--- config.mk ---
export PLATFORM = sky130hd
export DESIGN_NAME = vote_ctrl_flat
export DESIGN_NICKNAME = d
export VERILOG_FILES = /design/src/rtl/vote_pkg.sv /design/src/rtl/vote_ctrl_if.sv /design/src/rtl/voter_if.sv /design/src/rtl/vote_ctrl.sv /design/src/flat_wrapper.sv
export SDC_FILE = /design/constraint.sdc
export NUM_CORES = 1
export LEC_CHECK = 0
export CAP_MARGIN = 5
export CELL_PAD_IN_SITES_DETAIL_PLACEMENT = 1
export CELL_PAD_IN_SITES_GLOBAL_PLACEMENT = 1
export CORE_ASPECT_RATIO = 0.75
export CORE_MARGIN = 4
export CORE_UTILIZATION = 35
export CTS_CLUSTER_DIAMETER = 50
export DETAILED_ROUTE_END_ITERATION = 10
export PLACE_DENSITY_LB_ADDON = 0.3
export SLEW_MARGIN = 20
export SYNTH_ARGS = -nofsm -noshare
export SYNTH_HDL_FRONTEND = slang
export SYNTH_HIERARCHICAL = 1
export SYNTH_SLANG_ARGS = --single-unit
--- constraint.sdc ---
create_clock -name clk -period 4.15 [get_ports clk]
set_input_delay 0.83 -clock clk [delete_from_list [all_inputs] [get_ports clk]]
set_output_delay 0.83 -clock clk [all_outputs]
set_load 0.03 [all_outputs]
--- src/rtl/vote_pkg.sv ---
// Shared definitions for the four-voter ballot controller.
package vote_pkg;

    localparam int unsigned NUM_VOTERS = 4;

    // Bit positions inside the one-hot {pass, tie, fail} result vector.
    localparam int unsigned PASS = 2;
    localparam int unsigned TIE  = 1;
    localparam int unsigned FAIL = 0;

    typedef enum logic [1:0] {
        IDLE,
        COLLECT,
        TALLY,
        DONE
    } vote_state_e;

endpackage

--- src/rtl/vote_ctrl_if.sv ---
// Ballot handshake bundle between the controller and its client.
interface vote_ctrl_if;
    import vote_pkg::*;

    logic                  start;
    logic [NUM_VOTERS-1:0] vote_valid;
    logic [NUM_VOTERS-1:0] vote_yes;
    logic [NUM_VOTERS-1:0] vote_ack;
    logic                  busy;
    logic [2:0]            result;
    logic                  result_valid;
    logic [NUM_VOTERS-1:0] abstain;

    modport master (
        output start, vote_valid, vote_yes,
        input  vote_ack, busy, result, result_valid, abstain
    );

    modport slave (
        input  start, vote_valid, vote_yes,
        output vote_ack, busy, result, result_valid, abstain
    );

endinterface

--- src/rtl/voter_if.sv ---
// Combinational yes-count decoder: O[3]=pass (>=3), O[2]=tie (==2), O[1]=fail (<=1).
module voter_if (
    input  logic [3:0] I,
    output logic [3:1] O
);

    logic [2:0] n_yes;

    // Count yes votes and classify the outcome.
    always_comb begin
        n_yes = '0;
        for (int unsigned k = 0; k < 4; k++) begin
            n_yes = n_yes + 3'(I[k]);
        end
        O[3] = (n_yes >= 3'd3);
        O[2] = (n_yes == 3'd2);
        O[1] = (n_yes <= 3'd1);
    end

endmodule

--- src/rtl/vote_ctrl.sv ---
// Four-voter ballot controller: collects one vote per voter until all have
// voted or the timeout expires, then reports a one-hot pass/tie/fail result.
module vote_ctrl
    import vote_pkg::*;
#(
    parameter int unsigned TIMEOUT = 16
) (
    input  logic        clk,
    input  logic        rst_n,
    vote_ctrl_if.slave  bus
);

    localparam int unsigned   CW       = $clog2(TIMEOUT + 1);
    localparam logic [CW-1:0] CNT_LAST = CW'(TIMEOUT - 1);

    vote_state_e           state;
    logic [CW-1:0]         cnt;
    logic [NUM_VOTERS-1:0] yes_q;
    logic [NUM_VOTERS-1:0] voted_q;
    logic [NUM_VOTERS-1:0] accept;
    logic [NUM_VOTERS-1:0] tally_in;
    logic [3:1]            tally_out;

    // Votes are only taken from voters that have not voted yet this ballot.
    always_comb begin
        accept = bus.vote_valid & ~voted_q;
    end

    // The decoder sees the latched choices only during TALLY.
    always_comb begin
        tally_in = (state == TALLY) ? yes_q : '0;
    end

    voter_if u_voter_if (
        .I (tally_in),
        .O (tally_out)
    );

    // Ballot FSM with registered handshake outputs.
    always_ff @(posedge clk or negedge rst_n) begin
        if (!rst_n) begin
            state            <= IDLE;
            cnt              <= '0;
            yes_q            <= '0;
            voted_q          <= '0;
            bus.vote_ack     <= '0;
            bus.busy         <= 1'b0;
            bus.result       <= '0;
            bus.result_valid <= 1'b0;
            bus.abstain      <= '0;
        end else begin
            bus.vote_ack     <= '0;
            bus.result_valid <= 1'b0;
            unique case (state)
                IDLE: begin
                    if (bus.start) begin
                        yes_q    <= '0;
                        voted_q  <= '0;
                        cnt      <= '0;
                        bus.busy <= 1'b1;
                        state    <= COLLECT;
                    end
                end
                COLLECT: begin
                    // A vote landing on the timeout cycle is still latched.
                    voted_q      <= voted_q | accept;
                    yes_q        <= (yes_q & ~accept) | (bus.vote_yes & accept);
                    bus.vote_ack <= accept;
                    cnt          <= cnt + CW'(1);
                    if ((&voted_q) || (cnt == CNT_LAST)) begin
                        state <= TALLY;
                    end
                end
                TALLY: begin
                    bus.result[PASS] <= tally_out[3];
                    bus.result[TIE]  <= tally_out[2];
                    bus.result[FAIL] <= tally_out[1];
                    bus.abstain      <= ~voted_q;
                    bus.result_valid <= 1'b1;
                    state            <= DONE;
                end
                DONE: begin
                    bus.busy <= 1'b0;
                    state    <= IDLE;
                end
                default: begin
                    state <= IDLE;
                end
            endcase
        end
    end

endmodule

--- src/flat_wrapper.sv ---
// flat-port wrapper written by rule: the top's interface ports become plain ports
module vote_ctrl_flat import vote_pkg::*;
#(
    parameter int unsigned TIMEOUT = 16
)
  (clk, rst_n, bus_start, bus_vote_valid, bus_vote_yes, bus_vote_ack, bus_busy, bus_result, bus_result_valid, bus_abstain);
  vote_ctrl_if bus_i ();
  input  logic clk;
  input  logic rst_n;
  input wire logic [$bits(bus_i.start)-1:0] bus_start;
  input wire logic [$bits(bus_i.vote_valid)-1:0] bus_vote_valid;
  input wire logic [$bits(bus_i.vote_yes)-1:0] bus_vote_yes;
  output wire logic [$bits(bus_i.vote_ack)-1:0] bus_vote_ack;
  output wire logic [$bits(bus_i.busy)-1:0] bus_busy;
  output wire logic [$bits(bus_i.result)-1:0] bus_result;
  output wire logic [$bits(bus_i.result_valid)-1:0] bus_result_valid;
  output wire logic [$bits(bus_i.abstain)-1:0] bus_abstain;
  assign bus_i.start = bus_start;
  assign bus_i.vote_valid = bus_vote_valid;
  assign bus_i.vote_yes = bus_vote_yes;
  assign bus_vote_ack = bus_i.vote_ack;
  assign bus_busy = bus_i.busy;
  assign bus_result = bus_i.result;
  assign bus_result_valid = bus_i.result_valid;
  assign bus_abstain = bus_i.abstain;
  vote_ctrl #(.TIMEOUT(TIMEOUT)) u_core (.clk(clk), .rst_n(rst_n), .bus(bus_i));
endmodule
==> results_dict.tcl, run 1 <==
set metrics [dict create \
    syn-cell-area_sq_um 1430 \
    r2r_start "u_core/state[0]$_DFFE_PN0P_" \
    fin_setup_tns_ns 0 \
    ys.flop_type "dfrtp_1" \
    synth-async-reset-ratio 1.00 \
    synth.avg_cell_area_sq_um 11.2 \
    wire_per_inst_microns 15.3 \
    globalplace.congestion 0.762 \
    maxSlewViolCount 0 \
    diodes 0 \
    finalSetupViolations 0 \
    grt_pass1_vias 1085 \
    finClkSkew_ns 0.00168 \
    min_from "u_core/bus.result[1]$_DFFE_PN0P_" \
    cts_tree "done" \
    hp-class "flip-flop to flip-flop" \
    nFillCells 432 \
    slew_headroom 0.462 \
    clockBufferDepth 2 \
    ir_drop_uv 320 \
    r2r_slack_ns 1.32 \
    final_area_sq_um 1750 \
    reg2reg_depth 9 \
    hold_depth 1 \
    synthesis.nets 151 \
    drc 0 \
    cp.arrival_ns 3.00 \
    drive_gt1_frac 0.0987 \
    post_cts_buffers 0 \
    io_pins 24 \
    fin_crit_sh 0.683 \
    post_cts_resize_count 0 \
    power_density_nw_per_um2 709 \
    grt_max_degree 29 \
    clk_transition_reported_paths_ns 0.09 \
    synthCells 128 \
    cp_max_fo 13 \
    post_dp_cell_area_sq_um 1700 \
    dp_cells 200 \
    leakage_uw 0.000799 \
    yosysWarnings 6 \
    start_util 0.377 \
    finalHoldViolations 0 \
    synth_top_cell_area_share 0.489 \
    dr.pass1.iters 2 \
    grt.total_usage 0.129 \
    worstReg2RegEnd "u_core/bus.result[0]$_DFFE_PN0P_" \
    cts_root_buf "clkbuf_8" \
    core.rowCount 19 \
    startpoint_type "flip-flop" \
    synth.top_cells.by_area "dfrtp_1 (49%), ha_1 (9.6%), inv_1 (3.9%)" \
    drv_cap 0 \
    core-area_sq_um 3800 \
    wl_microns 3130 \
    min_to "u_core/bus.result[1]$_DFFE_PN0P_" \
    fin_crit_ns 2.83 \
    clock-sinks 28 \
    io_buffer_count 23 \
    final_nets 176 \
    numCtsBuffers 3 \
    required_ns 4.32 \
    area_growth_pct 22.3 \
    yosysSeqAreaShare 0.489 \
    rsz0062_at_grt "no" \
    tightest_slew_ns 0.791 \
    antenna_found_initial 0 \
    dp_hpwl_microns 2330 \
    die_h_microns 63.4 \
    initialDrtViolationCount 74 \
    synth-edff-count 0 \
    fmax_ghz 0.353 \
    synth_cell_type_count 35 \
    endpoint_kind "flip-flop" \
    hold_buffers 0 \
    grt_pass1_wl_microns 5180 \
    final_cell_count_no_fill 204 \
    ctsHtreeMaxLevel 1 \
    critPathLaunch "u_core/state[0]$_DFFE_PN0P_" \
    die_w_microns 81.9 \
    synth_top_cell_by_area "dfrtp_1" \
    fp.dieArea_sq_um 5200 \
    via_count 1060 \
    crit_type "flip-flop to flip-flop" \
    overflow 0 \
    via_per_inst 5.20 \
    drtAntennaViolNets 0 \
    ys_ff_latch 28 \
    status "completed" \
    clock_latency_ns 0.27 \
]
-- per-layer routing --
layer  up-vias  track usage  routed length [microns]
met5         -            0                        0
met4         0       0.0249                       25
met3         4       0.0442                      184
met2        22        0.208                     1450
met1       539        0.167                     1470
li1        495            -                        -
-- layout by cell type (no fill, tap or decap), types with 2 or more instances in the layout --
| cell | synthesis | routed |
|---|---|---|
| a21oi_1 | 7 | 7 |
| and2_1 | 4 | 4 |
| and3_1 | 2 | 2 |
| clkbuf_8 | 0 | 4 |
| clkdlybuf4s50_1 | 0 | 23 |
| dfrtp_1 | 28 | 28 |
| ha_1 | 11 | 11 |
| inv_1 | 15 | 15 |
| mux2_2 | 4 | 4 |
| mux2i_1 | 4 | 4 |
| nand2_1 | 10 | 10 |
| nor2_1 | 6 | 6 |
| nor3b_1 | 5 | 5 |
| o21ai_0 | 2 | 2 |
| o22ai_1 | 2 | 2 |
| o311ai_0 | 2 | 2 |
| o41ai_1 | 3 | 3 |
| or3_1 | 2 | 2 |
-- worst max-delay path, stage by stage, from the launching register on --
cell     delay (ns)
dfrtp_1        0.44
inv_1          0.10
ha_1           0.48
and2_1         0.23
fa_1           0.42
ha_1           0.23
ha_1           0.32
nor2_1         0.05
a22o_1         0.22
mux2_2         0.25
-- flip-flops by register name, summed over array words and instances, names as in the netlist --
name	cells
u_core/bus.vote_ack	4
u_core/yes_q	4
u_core/bus.result_valid	1
u_core/bus.busy	1
u_core/state	2
u_core/cnt	5
u_core/bus.result	3
u_core/bus.abstain	4
u_core/voted_q	4
-- area by class of cell --
class | count | area, sq um | share of cell area
timing repair buffer | 24 | 238 | 0.136
tap | 52 | 65.1 | 0.0371
sequential | 28 | 701 | 0.400
inverter | 15 | 56.3 | 0.0321
multi-input combinational | 81 | 638 | 0.364
clock buffer | 4 | 55.1 | 0.0314
-- synthesized netlist by cell type, types with 2 or more instances --
cell and instances:
mux2_2 4, inv_1 15, nor2_1 6, buf_6 3, o22ai_1 2, or3_1 2, mux2i_1 4, ha_1 11
nand2_1 10, dfrtp_1 28, a21oi_1 7, o21ai_0 2, nor3b_1 5, and3_1 2, o311ai_0 2, and2_1 4
o41ai_1 3
-- how the worst max path moves through the flow --
stage                                                   to
after floorplan           u_core/bus.result[0]$_DFFE_PN0P_
after global placement    u_core/bus.result[0]$_DFFE_PN0P_
after detailed placement  u_core/bus.result[0]$_DFFE_PN0P_
after CTS                 u_core/bus.result[0]$_DFFE_PN0P_
after global routing      u_core/bus.result[0]$_DFFE_PN0P_
final                     u_core/bus.result[0]$_DFFE_PN0P_
-- per-stage QoR --
| stage | hold slack (ns) | util | setup WS (ns) | total power (uW) |
|---|---|---|---|---|
| 2_1_floorplan | 0.479 | - | 1.54 | 902 |
| 3_3_place_gp | 0.490 | 0.446 | 1.41 | 1050 |
| 3_5_place_dp | 0.503 | 0.446 | 1.32 | 1080 |
| 4_1_cts | 0.526 | 0.461 | 1.29 | 1260 |
| 5_1_grt | 0.551 | 0.461 | 1.16 | 1330 |
| 6_report | 0.516 | 0.461 | 1.32 | 1240 |
-- cells by family (layout without fill, tap and decap cells) --
group,Yosys count,count (layout),synth area share
AO/OA/AOI/OAI,26,26,0.141
adder cells (fa/ha/maj),12,12,0.110
buffers and inverters,19,43,0.0663
flip-flops,28,28,0.489
multiplexers,9,9,0.0689
AND/OR/NAND/NOR,34,34,0.126
-- power breakdown --
| group | internal [uW] | switching (uW) | total [uW] |
|---|---|---|---|
| clock network | 85.0 | 85.2 | 170 |
| logic | 253 | 339 | 592 |
| registers | 386 | 95.2 | 481 |
| total | 724 | 520 | 1240 |
No activity file was read; power rests on OpenSTA's default activity.
==> run 2: changes to the inputs <==
Clock period 4.15 ns to 2.5 ns, I/O delays scaled along.
==> run 2 against run 1 <==
Compared with the run above:
- combinational power increased by 81%
- sequential share of layout area decreased by 0.97 points
- power rose by 70%
- via count is 2.1% lower
- critical path depth fell by 1
- maximum frequency grew 18%
- core utilization increased by 1.2 points
- critical endpoint unchanged
- largest cell class unchanged
==> results_dict.tcl, run 2 (synthesized netlist as in run 1, its figures left out) <==
set metrics [dict create \
    grt.total_usage 0.153 \
    post_cts_buffers 0 \
    hold_buffers 0 \
    via_count 1038 \
    finClkSkew_ns 0.00296 \
    start_util 0.377 \
    finalPower_uw 2110 \
    grt_pass1_vias 1200 \
    clock_latency_ns 0.28 \
    leakage_uw 0.000806 \
    maxSlewViolCount 0 \
    area_growth_pct 25.3 \
    die_w_microns 81.9 \
    numCtsBuffers 3 \
    globalplace.congestion 0.746 \
    layout_common_cells "dfrtp_1 (28), clkdlybuf4s50_1 (23), inv_1 (15)" \
    antenna_found_initial 0 \
    finalSetupViolations 0 \
    dp_hpwl_microns 2520 \
    crit_type "flip-flop to flip-flop" \
    final_nets 180 \
    drive_gt1_frac 0.135 \
    cts_root_buf "clkbuf_8" \
    rsz0062_at_grt "no" \
    finalHoldViolations 0 \
    ctsHtreeMaxLevel 1 \
    initialDrtViolationCount 29 \
    tightest_slew_ns 0.412 \
    core.rowCount 19 \
    drv_cap 0 \
    wire_per_inst_microns 16.1 \
    io_pins 24 \
    via_per_inst 5.01 \
    status "completed" \
    die_h_microns 63.4 \
    fin_setup_tns_ns 0 \
    fin_crit_ns 2.40 \
    ir_drop_uv 498 \
    drc 0 \
    regArea_sq_um 701 \
    fin_crit_sh 0.959 \
    multiInputGateArea_sq_um 666 \
    power_density_nw_per_um2 1170 \
    drtAntennaViolNets 0 \
    clock-sinks 28 \
    startpoint_type "flip-flop" \
    slew_headroom 0.720 \
    nFillCells 425 \
    regMostFlops "u_core/cnt" \
    io_buffer_count 23 \
    cts_tree "done" \
    fp.dieArea_sq_um 5200 \
    final_common_cell "dfrtp_1" \
    largest_reg_flops 5 \
    endpoint_kind "flip-flop" \
    cp.arrival_ns 2.57 \
    wl_microns 3330 \
    hp-class "flip-flop to flip-flop" \
    clockBufferDepth 2 \
    dr.pass1.iters 4 \
    core-area_sq_um 3800 \
    overflow 0 \
    clk_transition_reported_paths_ns 0.09 \
    grt_max_degree 29 \
    fmax_ghz 0.417 \
    diodes 0 \
    grt_pass1_wl_microns 5950 \
    cp_max_fo 5 \
    required_ns 2.67 \
]
==> run 2: cell count changes in the layout (fill, tap and decap cells not counted), sizes merged <==
cell / before / now
clkbuf: 4 / 3
buf: 1 / 5
==> run 2: critical path: stages, from the launching register on <==
cell	delay (ns)
dfrtp_1	0.44
ha_4	0.20
and2_1	0.17
fa_1	0.48
ha_2	0.22
ha_4	0.28
nor2_1	0.04
a22o_1	0.21
mux2_2	0.26
==> run 2: routing by layer <==
| metal | vias to the layer above | share of wire | track usage |
|---|---|---|---|
| met1 | 515 | 0.49 | 0.215 |
| li1 | 498 | - | - |
| met5 | - | 0 | 0 |
| met3 | 4 | 0.034 | 0.0313 |
| met2 | 21 | 0.46 | 0.226 |
| met4 | 0 | 0.019 | 0.0622 |
==> run 2: per-stage QoR <==
step                std cells  hold slack, ns  area, sq um  setup slack (ns)  utilization
floorplan                 128           0.204         1460           0.00187            -
global placement          204           0.490         1750             0.174        0.459
detailed placement        204           0.500         1750            0.0777        0.459
CTS                       207           0.524         1790            0.0586        0.470
global route              207           0.549         1800           0.00405        0.472
finish                    207           0.515         1800             0.103        0.472
==> run 2: final timing paths <==
check	start	end	slack, ns	cells past startpoint
max in group asynchronous	rst_n	u_core/cnt[1]$_DFFE_PN0P_	1.64	2
min reg2reg	u_core/bus.busy$_DFFE_PN0P_	u_core/bus.busy$_DFFE_PN0P_	0.51	2
max	u_core/state[1]$_DFFE_PN0P_	u_core/bus.result[0]$_DFFE_PN0P_	0.10	8
min in group asynchronous	rst_n	u_core/bus.result_valid$_DFF_PN0_	0.60	2
min	u_core/bus.busy$_DFFE_PN0P_	u_core/bus.busy$_DFFE_PN0P_	0.51	2
max reg2reg	u_core/state[1]$_DFFE_PN0P_	u_core/bus.result[0]$_DFFE_PN0P_	0.10	8
==> run 2: final cells by class <==
| cell class | count | area share |
|---|---|---|
| multi-input combinational | 81 | 0.370 |
| timing repair buffer | 28 | 0.149 |
| clock buffer | 3 | 0.0230 |
| tap | 52 | 0.0362 |
| inverter | 15 | 0.0313 |
| sequential | 28 | 0.390 |
==> run 2: power by group <==
part / switching [uW] / internal, uW / total (uW)
Sequential: 156 / 640 / 797
Clock: 139 / 108 / 248
Combinational: 591 / 474 / 1070
==> run 2: what timing repair did <==
action	4_1_cts	5_1_grt
resized for setup	0	1
endpoints found under the hold margin	0	0
endpoints found under the setup margin	0	1
==> run 3: changes to the inputs <==
Settings changed: CAP_MARGIN 5 to unset, SLEW_MARGIN 20 to unset.
==> results of run 3 <==
Same layout as run 2: the final DEF is identical, and so are final timing and power.
